## src/rtl/alu_arbiter.sv

```systemverilog
// Two-requester round-robin front end for a shared combinational ALU.
// One transaction in flight: accept (IDLE), let the ALU settle (EXEC), hold the response (RESP).
module alu_arbiter #(
  parameter int DATA_W = 16
) (
  input  logic              clk,
  input  logic              rst,
  input  logic              req0_valid,
  output logic              req0_ready,
  input  logic [3:0]        req0_op,
  input  logic [DATA_W-1:0] req0_a,
  input  logic [DATA_W-1:0] req0_b,
  input  logic              req1_valid,
  output logic              req1_ready,
  input  logic [3:0]        req1_op,
  input  logic [DATA_W-1:0] req1_a,
  input  logic [DATA_W-1:0] req1_b,
  output logic              rsp0_valid,
  input  logic              rsp0_ready,
  output logic              rsp1_valid,
  input  logic              rsp1_ready,
  output logic [DATA_W-1:0] rsp_result,
  output logic              rsp_zero,
  output logic [3:0]        alu_op,
  output logic [DATA_W-1:0] alu_first,
  output logic [DATA_W-1:0] alu_second,
  input  logic [DATA_W-1:0] alu_result,
  input  logic              alu_zero,
  output logic              busy
);

  typedef enum logic [1:0] {
    IDLE = 2'd0,
    EXEC = 2'd1,
    RESP = 2'd2
  } state_t;

  state_t state;
  logic   owner;
  logic   last_grant;
  logic   grant_valid;
  logic   grant_idx;
  logic   accept;
  logic   rsp_hs;

  // When both requesters contend, the one not served last time wins.
  always_comb begin : arbitrate
    // NOTE: defaults first so every path assigns both signals; otherwise a latch is inferred.
    grant_valid = 1'b0;
    grant_idx   = 1'b0;
    if (req0_valid && req1_valid) begin
      grant_valid = 1'b1;
      grant_idx   = ~last_grant;
    end else if (req0_valid) begin
      grant_valid = 1'b1;
    end else if (req1_valid) begin
      grant_valid = 1'b1;
      grant_idx   = 1'b1;
    end
  end

  // Gating with rst keeps both readies low while reset is held, even if requesters are valid.
  assign accept     = rst && (state == IDLE) && grant_valid;
  assign req0_ready = accept && !grant_idx;
  assign req1_ready = accept && grant_idx;

  // Only the owner's ready completes a response; the other requester's ready is ignored.
  assign rsp_hs     = (state == RESP) && (owner ? rsp1_ready : rsp0_ready);
  assign rsp0_valid = (state == RESP) && !owner;
  assign rsp1_valid = (state == RESP) && owner;
  assign busy       = (state != IDLE);

  always_ff @(posedge clk or negedge rst) begin
    if (!rst) begin
      state      <= IDLE;
      owner      <= 1'b0;
      last_grant <= 1'b1;
      alu_op     <= '0;
      alu_first  <= '0;
      alu_second <= '0;
      rsp_result <= '0;
      rsp_zero   <= 1'b0;
    end else begin
      // NOTE: non-blocking assignments so every register samples pre-edge values regardless of order.
      case (state)
        IDLE: begin
          if (accept) begin
            alu_op     <= grant_idx ? req1_op : req0_op;
            alu_first  <= grant_idx ? req1_a  : req0_a;
            alu_second <= grant_idx ? req1_b  : req0_b;
            owner      <= grant_idx;
            last_grant <= grant_idx;
            state      <= EXEC;
          end
        end
        EXEC: begin
          rsp_result <= alu_result;
          rsp_zero   <= alu_zero;
          state      <= RESP;
        end
        RESP: begin
          if (rsp_hs) begin
            state <= IDLE;
          end
        end
        default: state <= IDLE;
      endcase
    end
  end

endmodule

```

## config.mk

```make
export PLATFORM = sky130hd
export DESIGN_NAME = alu_arbiter
export DESIGN_NICKNAME = d
export VERILOG_FILES = /design/src/rtl/alu_arbiter.sv
export SDC_FILE = /design/constraint.sdc
export NUM_CORES = 1
export LEC_CHECK = 0
export CORE_UTILIZATION = 39
export CTS_BUF_LIST = sky130_fd_sc_hd__clkbuf_4 sky130_fd_sc_hd__clkbuf_8 sky130_fd_sc_hd__clkbuf_16
export CTS_CLUSTER_DIAMETER = 40
export DETAILED_ROUTE_END_ITERATION = 8
export PLACE_DENSITY_LB_ADDON = 0.08
export SETUP_SLACK_MARGIN = 0.1
export SKIP_CTS_REPAIR_TIMING = 1
export SLEW_MARGIN = 20
export SYNTH_ARGS = -nofsm -noshare
export SYNTH_HDL_FRONTEND = slang
export SYNTH_SLANG_ARGS = --single-unit
```

## constraint.sdc

```tcl
create_clock -name clk -period 1.75 [get_ports clk]
set_input_delay 0.35 -clock clk [delete_from_list [all_inputs] [get_ports clk]]
set_output_delay 0.35 -clock clk [all_outputs]
set_load 0.01 [all_outputs]
```

# Word level (Yosys, flattened, before mapping)
# Index checks and enable logic that the tools add are counted.
[word_totals]
register_bits = 57
inputBits = 95
output_inout_bits = 58
word_cells = 39
[classes]
n_eq_ne = 4
mux = 12
bitwise = 1
n_reduce_logical = 14
[ops]
columns = ["op", "n"]
rows = [
  ["$mux W16", 2],
  ["$logic_and A1 B1 Y1", 8],
  ["$mux W1", 6],
  ["$pmux W2 S3", 1],
  ["$mux W2", 2],
  ["$mux W4", 1],
  ["$ne A2 B2 Y1 const B", 2],
  ["$reduce_and A2 Y1", 2],
  ["$eq A2 B1 Y1 const B", 1],
  ["$eq A2 B2 Y1 const B", 1],
  ["$logic_not A1 Y1", 2],
  ["$logic_not A2 Y1", 1],
  ["$reduce_bool A2 Y1", 1],
  ["$not A1 Y1", 1],
]

# Logic depth before layout (Yosys ltp)
# Gate-level depths: netlist (run 1).
[logic_depth]
ltp_word = 6
ltp_mapped = 6

# Least setup slack after synthesis (run 1)
# No wires, ideal clock.
[synth_path]
kind = "reg2out"
from = "reg last_grant"
to = "out req0_ready"
arrival_ns = 1.203
slack_ns = 0.197
path_stages_with_launch = 6
n_path_buf = 2
cell_sequence = "dfstp_2 -> nor2b_1 -> buf_2 -> buf_2 -> nand3b_1 -> inv_1"
[synth_via]
elab_chain_len = 4
[synth_lines]
columns = ["item", "line_no", "source"]
rows = [
  ["from (decl)", "40", "logic last_grant;"],
  ["from (signal assigned)", "92", "last_grant <= grant_idx;"],
  ["$not A1 Y1", "53", "grant_idx = ~last_grant;"],
  ["$mux W1", "51", "if (req0_valid && req1_valid) begin"],
  ["$logic_not A1 Y1", "64", "assign req0_ready = accept && !grant_idx;"],
  ["$logic_and A1 B1 Y1", "64", ""],
  ["to (decl)", "9", "output logic req0_ready,"],
]
# Every way passes these cells.

# Final worst setup path (run 1)
[layout_path]
from = "reg state[1]"
to = "out req0_ready"
[layout_via]
elab_chain_len = 4
[layout_lines]
columns = ["item", "line_no", "source"]
rows = [
  ["from (decl)", "38", "state_t state;"],
  ["from (signal assigned)", "75", "state <= IDLE;"],
  ["from (signal assigned)", "93", "state <= EXEC;"],
  ["from (signal assigned)", "99", "state <= RESP;"],
  ["$logic_not A2 Y1", "63", "assign accept = rst && (state == IDLE) && grant_valid;"],
  ["$logic_and A1 B1 Y1 (2 in series)", "63", ""],
  ["$logic_and A1 B1 Y1", "64", ""],
]
# Every way passes these cells.

==> results.md, run 1 <==
- Status: finished, violations left
- Failing checks: setup timing
- Crit end category: output port
- Cell type of the slowest stage on the worst timing path: dfrtp_1
- Drt pass-1 iters: 4
- Worst path required time: 1.40 ns
- TritonCTS clock tree: done
- Adder-Cell Fraction of Synth Area: 0%
- Slack of the critical path: -0.03591 ns
- Flops & latches, synth: 57
- Initial Utilization: 40.22%
- # H-tree levels: 3
- Pleak: 1.925 nW
- Worst hold path class: in2async
- Worst reg-to-reg setup slack: between 0.15 and 0.2 ns
- Worst setup SP type: flip-flop
- Total clock sinks: 57
- Period utilization: 102.1%
- Share of layout cells above drive strength 1: about a quarter
- Mapped Cells: 223
- Max clock buf depth: 2
- Final Total Pwr: between 6 and 7 mW
- Post-synthesis compound-gate area fraction: around 14%
- RSZ-0062 raised after global routing: true
- Post-route ant nets: 0
- Synth warn: 0
- Final slew viol count: 0
- DRC errors left: 0
- N_diodes: 0
- Asr flop ratio synth: 100.0%
- PortBufs: 152
- Clock Skew: 0.005916 ns
- GRT Total Usage: a little over a fifth
- Simple logic cell fraction of the synthesized area: 19.75%
- RR Startpoint: state[1]$_DFFE_PN0P_
- Commonest non-fill, non-tap cell in the layout: clkdlybuf4s50_1
- Worst Reg-to-Reg Cells: 5
- Fmax achieved: 0.5599 GHz
- Vias in the first global route: 2410
- Main combinational cell family by area after synthesis: simple AND/OR/NAND/NOR gates
- Initial antenna violation count: 0
- Total I/O pin count: between 150 and 200
- Multi-input gate area: 1156 um^2
- CORE AREA: ~6800 um^2
- Post-synth cell types: 24
- Final WL: 7724 um
- Area Overhead vs Synth: 68.23%
- Largest cells by area after synthesis: dfrtp_1 52%, a221o_1 13%, nor3_2 11%, mux2_2 7.5%, nand2_1 5.1%
- Area leader, netlist: dfrtp_1
- Worst skew pair latency: between 0.3 and 0.4 ns
- Setup TNS: -0.05832 ns
- XOR/XNOR Fraction of Synth Area: 0%
- Worst IR Drop VDD: approximately 0.00075 V
- Final Hold Viols: 0
- Worst slew margin: between 50% and 60%
- Commonest non-fill, non-tap cells in the layout: 146 x clkdlybuf4s50_1, 56 x dfrtp_1, 37 x nand2_1
- DR WL/cell: between 15 and 20 um
- Root buf cell: clkbuf_8
- Layout Nets: ~480
- Vias per cell: between 5 and 6
- Register area: 1428 um^2
- Detailed-route via count: around 2400
- Total gr overflow: 0
- Post-DP Area: ~4300 um^2
- First-pass GRT wire length: approximately 12000 um
- Cells along the critical path: nor3b_2 -> buf_4 -> nand3b_1 -> inv_1 -> buf_6
- Die W: approximately 85 um
- Final Wtd Congestion: about 0.71
- CTS clk-pin slew, worst paths: about 0.060 ns
- Critical Path Fanout Max: 3
- Avg Inst Size Synth: roughly 12 um^2
- Top FF cell, synth: dfrtp_1
- Final core occ: around two thirds
- Final setup viols: 2
- Max-cap violations: 0
- Post-synth EDFFs: 0
- DIE HEIGHT: 85.48 um
- Max stage delay on crit path: roughly 0.4 ns
- Synth Net Count: around 320
- Synth top area share: roughly 52%
- Final instance area: 4572 um^2
- Dpl ws: -0.3412 ns
- Worst slew pin tran: just over 0.7 ns
- Seq/Total Area, Yosys: a little over half
- Critical Path AT: between 1 and 1.5 ns
- Worst r2r dst: alu_first[1]$_DFFE_PN0P_
- Critical path class: reg2out
- Die ar.: 7306 um^2
- Pwr Density: 1486 nW/um^2
- FILL cells: between 500 and 600
- FP Rows: 30
- Setup crit start: state[1]$_DFFE_PN0P_
- Num CTS Buffers: 9
- Final HPWL DP: approximately 5000 um
- 1st-iter DRT viols: between 90 and 100
- Synthesized area: ~2700 um^2
- Largest net degree at the start of global routing: 58
- Post-synthesis mux area share: 7.459%
- Minimum clock period: roughly 1.8 ns
logic make-up after synthesis:
logic type | after synthesis
multiplexers | 18
buffers and inverters | 25
AO/OA/AOI/OAI | 40
AND/OR/NAND/NOR | 83
flip-flops | 57
sequential cells by signal, indices dropped and copies added, names as in the netlist:
name and flops:
alu_second 16, state 2, rsp_zero 1, alu_op 4, owner 1, last_grant 1
alu_first 16, rsp_result 16
worst max-delay path: cells and delay by family (launching register included):
family                 cells  cell delay, ns
DFF                        1            0.39
and+or+nand+nor            2            0.37
buffers and inverters      3            0.36
worst max-delay path by stage:
stage / end / slack, ns / cells after the start
4_1_cts: req0_ready / -0.39 / 4
3_5_place_dp: req0_ready / -0.34 / 5
2_1_floorplan: req0_ready / 0.20 / 5
3_3_place_gp: req0_ready / -0.32 / 5
5_1_grt: req0_ready / -0.11 / 5
6_report: req0_ready / -0.04 / 5
where the power goes:
group | total, mW | switching, mW | internal [mW]
Clock | 1.11 | 0.496 | 0.616
Combinational | 3.35 | 1.31 | 2.04
Sequential | 2.33 | 0.371 | 1.96
routing by layer:
layer  share of wire (%)  up-vias  wire, um  GRT usage (%)
met2                  49       99      3759          36.22
met3                 6.6        8       513          5.642
li1                    -     1142         -              -
met1                  43     1154      3345          26.26
met5                   0        -         0              0
met4                 1.4        0       106          7.879
cell usage after synthesis (2+ instances only):
cell type / instances
buf_2: 14
mux2_2: 18
nor2_1: 2
inv_1: 3
nor3_2: 30
nand2_1: 37
buf_12: 3
clkbuf_1: 4
nor3_1: 6
nand2b_1: 2
dfrtp_1: 56
a221o_1: 36
through the flow:
step / std cells / hold WS [ns]
after floorplan: 223 / 0.05441
after global placement: 449 / 0.4845
after detailed placement: 449 / 0.4919
after CTS: 465 / 0.3044
after global routing: 468 / 0.3560
final: 468 / 0.2777
cell type report:
| cell class | count | area share (%) |
|---|---|---|
| multi-input combinational | 141 | 25.29 |
| clock inverter | 3 | 0.3284 |
| inverter | 3 | 0.2463 |
| sequential | 57 | 31.23 |
| tap | 80 | 2.189 |
| timing repair buffer | 171 | 37.08 |
| clock buffer | 13 | 3.640 |
Power figures use the tool's default switching activity.
==> run 2, diff against run 1 <==
--- a/config.mk
+++ b/config.mk
@@ -10,7 +10,6 @@
 export CTS_CLUSTER_DIAMETER = 40
 export DETAILED_ROUTE_END_ITERATION = 8
 export PLACE_DENSITY_LB_ADDON = 0.08
-export SETUP_SLACK_MARGIN = 0.1
 export SKIP_CTS_REPAIR_TIMING = 1
 export SLEW_MARGIN = 20
 export SYNTH_ARGS = -nofsm -noshare
==> results.md, run 2 (synthesized netlist as in run 1, its figures left out) <==
- Total I/O pin count: roughly 150
- Initial Utilization: between 40% and 50%
- Worst IR Drop VDD: ~0.00071 V
- Max stage delay on crit path: 0.39 ns
- DRC errors left: 0
- Vias per cell: approximately 5.1
- Vias in the first global route: about 2400
- Comb power frac: around half
- Clock Skew: approximately 0.0045 ns
- PortBufs: roughly 150
- # H-tree levels: 3
- Final Hold Viols: 0
- Dpl ws: -0.3412 ns
- Post-route ant nets: 0
- CORE AREA: around 6800 um^2
- Die W: about 85 um
- Final HPWL DP: 5110 um
- Status: finished, violations left
- Critical Path Fanout Max: 3
- Largest net degree at the start of global routing: 58
- Area Overhead vs Synth: 65.79%
- Worst slew pin tran: approximately 0.71 ns
- Layout Nets: roughly 480
- Final slew viol count: 0
- DIE HEIGHT: between 80 and 90 um
- Worst Reg-to-Reg Cells: 5
- Clock network fraction of total power: 16.7%
- Initial antenna violation count: 0
- Crit end category: output port
- FP Rows: 30
- N_diodes: 0
- DR WL/cell: 16.18 um
- Die ar.: about 7300 um^2
- Final setup viols: 1
- Worst setup SP type: flip-flop
- Total gr overflow: 0
- RSZ-0062 raised after global routing: true
- 1st-iter DRT viols: about 80
- Internal: roughly 4.5 mW
- Finished Layout Cells: about 470
- Commonest non-fill, non-tap cell in the layout: clkdlybuf4s50_1
- Total clock sinks: 57
- Root buf cell: clkbuf_8
- GRT Total Usage: a little over a fifth
- CTS clk-pin slew, worst paths: 0.06 ns
- TritonCTS clock tree: done
- Critical path class: reg2out
- Switch share: approximately a third
- Seq pwr share: a little over a third
- Cells along the critical path: nor3b_2 -> buf_4 -> nand3b_1 -> inv_2 -> buf_6
- Final WL: approximately 7500 um
- First-pass GRT wire length: roughly 12000 um
- Period utilization: 101.7%
- Worst hold path class: in2async
- Family with the most delay on the worst path: flip-flops
- Fmax achieved: 0.5619 GHz
- Final core occ: roughly 67%
- Cell type of the slowest stage on the worst timing path: dfrtp_1
- Share of layout cells above drive strength 1: 23.58%
- Worst path required time: 1.40 ns
- Commonest non-fill, non-tap cells in the layout: 146 x clkdlybuf4s50_1, 56 x dfrtp_1, 37 x nand2_1
- Critical Path AT: roughly 1.4 ns
- Drt pass-1 iters: 4
- Worst skew pair latency: 0.32 ns
- RR Startpoint: state[0]$_DFFE_PN0P_
- Worst path depth: 5
- Placed insts: roughly 450
- Failing checks: setup timing
- Pleak: 1.915 nW
- Buffers and inverters on the worst path: 3
- Pwr Density: around 1500 nW/um^2
- Minimum clock period: roughly 1.8 ns
- Final Wtd Congestion: 0.7085
- Setup crit start: state[1]$_DFFE_PN0P_
- Worst slew margin: 52.58%
- Slack of the critical path: -0.02960 ns
- Max clock buf depth: 2
- Num CTS Buffers: 9
- Max-cap violations: 0
- Detailed-route via count: approximately 2400
- Top Registers: alu_first: 16 flops, alu_second: 16 flops, rsp_result: 16 flops
- Sw Pwr: around 2.1 mW
[run 2: changes by cell type in the layout (fill, tap and decap cells not counted), moves of 2 or more]
cell and change:
nor3_2 -2, buf_4 +2, buf_6 -3, nor3_1 +2
dlymetal6s2s_1 +2
[run 2: cell type report]
class | instances | area, um^2
fill | 557 | 2251
timing repair buffer | 169 | 1652
sequential | 57 | 1428
multi-input combinational | 141 | 1134
clock buffer | 13 | 166.4
tap | 80 | 100.1
clock inverter | 3 | 15.01
inverter | 3 | 11.26
[run 2: path summary, 6_finish.rpt]
kind	end	slack [ns]
worst max-delay path	req0_ready	-0.03
worst min-delay path	rsp_result[2]$_DFFE_PN0N_	0.28
worst max register to register	alu_first[15]$_DFFE_PN0P_	0.10
worst min register to register	rsp_result[7]$_DFFE_PN0N_	0.50
max in group asynchronous	alu_second[2]$_DFFE_PN0P_	1.00
min in group clk	rsp_result[7]$_DFFE_PN0N_	0.50
[run 2: routing by layer]
layer,up-vias,GRT usage (%),share of wire (%)
met5,-,0,0
met4,0,7.879,1.2
met3,9,5.642,6.5
met2,93,36.22,49
met1,1139,26.26,43
li1,1137,-,-
[run 2: per-stage QoR]
stage / power [mW] / TNS, ns / area, um^2 / hold WS, ns
3_3_place_gp: 5.524 / -7.764 / 4309 / 0.4845
4_1_cts: 6.734 / -1.526 / 4491 / 0.3044
5_1_grt: 7.056 / -0.1507 / 4506 / 0.3555
2_1_floorplan: 3.856 / 0 / 2718 / 0.05441
3_5_place_dp: 5.584 / -8.498 / 4309 / 0.4919
6_report: 6.672 / -0.02960 / 4506 / 0.2802
[run 2: worst min-delay path, stage by stage]
cell,delay (ns)
buf_2,0.09
buf_4,0.10
buf_4,0.57
[run 2: power groups by stage]
stage               logic, mW  clock network [mW]  registers, mW
floorplan                1.27                   0           2.59
global route             3.45                1.20           2.40
detailed placement       3.26                   0           2.32
CTS                      3.26                1.15           2.33
finish                   3.23                1.11           2.33
global placement         3.21                   0           2.31
==> run 3, diff against run 2 <==
==> constraint.sdc (replaced) <==
create_clock -name clk -period 2 [get_ports clk]
set_input_delay 0.4 -clock clk [delete_from_list [all_inputs] [get_ports clk]]
set_output_delay 0.4 -clock clk [all_outputs]
set_load 0.01 [all_outputs]
==> results.md, run 3 (synthesized netlist as in run 1, its figures left out) <==
- Clock Skew: ~0.0047 ns
- Minimum clock period: approximately 1.9 ns
- Vias in the first global route: about 2500
- Initial Utilization: between 40% and 50%
- Worst slew pin tran: between 0.7 and 0.8 ns
- Final Total Pwr: roughly 5.7 mW
- CORE AREA: between 6000 and 7000 um^2
- Cells along the critical path: or2_2 -> clkdlybuf4s50_1
- Root buf cell: clkbuf_8
- Worst Reg-to-Reg Cells: 4
- Layout Nets: 472
- Area Overhead vs Synth: 63.90%
- Final core occ: between 60% and 70%
- Final slew viol count: 0
- Drt pass-1 iters: 4
- DIE HEIGHT: 85.48 um
- Cell type of the slowest stage on the worst timing path: clkdlybuf4s50_1
- GRT Total Usage: between 20% and 30%
- Share of layout cells above drive strength 1: between 20% and 30%
- FP Rows: 30
- CP Capture Point: busy
- Fmax achieved: 0.5199 GHz
- Worst setup SP type: flip-flop
- Commonest non-fill, non-tap cell in the layout: clkdlybuf4s50_1
- Total clock sinks: 57
- FILL cells: approximately 570
- Die W: roughly 85 um
- Max clock buf depth: 2
- Max stage delay on crit path: slightly below 0.5 ns
- DRC errors left: 0
- N_diodes: 0
- TritonCTS clock tree: done
- Worst skew pair latency: 0.32 ns
- DR WL/cell: roughly 16 um
- # H-tree levels: 3
- Top Registers: alu_first: 16 flops, alu_second: 16 flops, rsp_result: 16 flops
- Final Hold Viols: 0
- Slack of the critical path: about 0.076 ns
- Worst slew margin: 51.80%
- Final Wtd Congestion: 0.7083
- 1st-iter DRT viols: about 110
- Die ar.: between 7000 and 8000 um^2
- Total I/O pin count: 153
- Final HPWL DP: slightly above 5000 um
- Status: completed
- Max-cap violations: 0
- Pwr Density: approximately 1300 nW/um^2
- Dpl ws: -0.1826 ns
- Final WL: approximately 7300 um
- Period utilization: between 90% and 100%
- Setup crit start: state[0]$_DFFE_PN0P_
- Crit end category: output port
- Detailed-route via count: between 2000 and 2500
- PortBufs: approximately 150
- Critical Path AT: ~1.5 ns
- Final setup viols: 0
- Worst hold path class: in2async
- RSZ-0062 raised after global routing: false
- Worst IR Drop VDD: approximately 0.00055 V
- Worst reg-to-reg setup slack: ~0.39 ns
- Vias per cell: between 5 and 6
- Worst r2r dst: alu_second[2]$_DFFE_PN0P_
- Total gr overflow: 0
- Commonest non-fill, non-tap cells in the layout: 147 x clkdlybuf4s50_1, 56 x dfrtp_1, 37 x nand2_1
- First-pass GRT wire length: roughly 12000 um
- Critical path class: reg2out
- Initial antenna violation count: 0
- CTS clk-pin slew, worst paths: around 0.060 ns
- Worst path required time: 1.60 ns
- Critical Path Fanout Max: 5
- RR Startpoint: state[1]$_DFFE_PN0P_
- Largest net degree at the start of global routing: between 50 and 60
- Num CTS Buffers: 9
- Pleak: roughly 1.9 nW
- Post-route ant nets: 0
## run 3: changes by cell type in the layout (fill, tap and decap cells not counted), sizes merged
cell	delta
clkbuf	-1
dlymetal6s2s	+1
buf	-6
clkdlybuf4s50	+1
clkinv	-2
## run 3: final cells by class
cell class | count | area (um^2) | share of cell area, %
clock inverter | 1 | 5.005 | 0.1124
clock buffer | 12 | 152.6 | 3.427
multi-input combinational | 141 | 1134 | 25.45
timing repair buffer | 165 | 1624 | 36.46
sequential | 57 | 1428 | 32.05
tap | 80 | 100.1 | 2.247
inverter | 3 | 11.26 | 0.2528
## run 3: worst min path at each step
| stage | depth (start not counted) | slack [ns] | start | to |
|---|---|---|---|---|
| 6_report | 2 | 0.22 | rst | state[0]$_DFFE_PN0P_ |
| 5_1_grt | 2 | 0.32 | rst | state[0]$_DFFE_PN0P_ |
| 4_1_cts | 2 | 0.27 | rst | alu_second[10]$_DFFE_PN0P_ |
| 3_5_place_dp | 1 | 0.49 | rsp_result[1]$_DFFE_PN0N_ | rsp_result[1]$_DFFE_PN0N_ |
| 3_3_place_gp | 1 | 0.48 | rsp_result[12]$_DFFE_PN0N_ | rsp_result[12]$_DFFE_PN0N_ |
| 2_1_floorplan | 0 | 0.10 | rst | alu_first[0]$_DFFE_PN0P_ |
## run 3: metrics by stage
step                area, um^2  instances  TNS [ns]  hold slack [ns]
floorplan                 2718        223         0           0.1044
global placement          4279        445   -0.3868           0.4845
detailed placement        4279        445    -1.339           0.4915
CTS                       4437        458   -0.4962           0.2669
global route              4454        459         0           0.3175
finish                    4454        459         0           0.2215
## run 3: critical path, delay by kind of cell, from the launching register on
kind / cells / cell delay, ns
flops: 1 / 0.41
buf+inv: 1 / 0.49
simple gates: 1 / 0.30
## run 3: power breakdown
| part | switching (mW) | internal [mW] |
|---|---|---|
| registers | 0.318 | 1.72 |
| clock network | 0.392 | 0.488 |
| logic | 1.10 | 1.69 |
| total | 1.81 | 3.89 |
## run 3: layer usage
layer / track usage (%) / vias up / wire length, um
li1: - / 1127 / -
met4: 10.00 / 0 / 157
met2: 33.45 / 98 / 3428
met5: 0 / - / 0
met3: 7.101 / 15 / 575
met1: 25.19 / 1155 / 3123
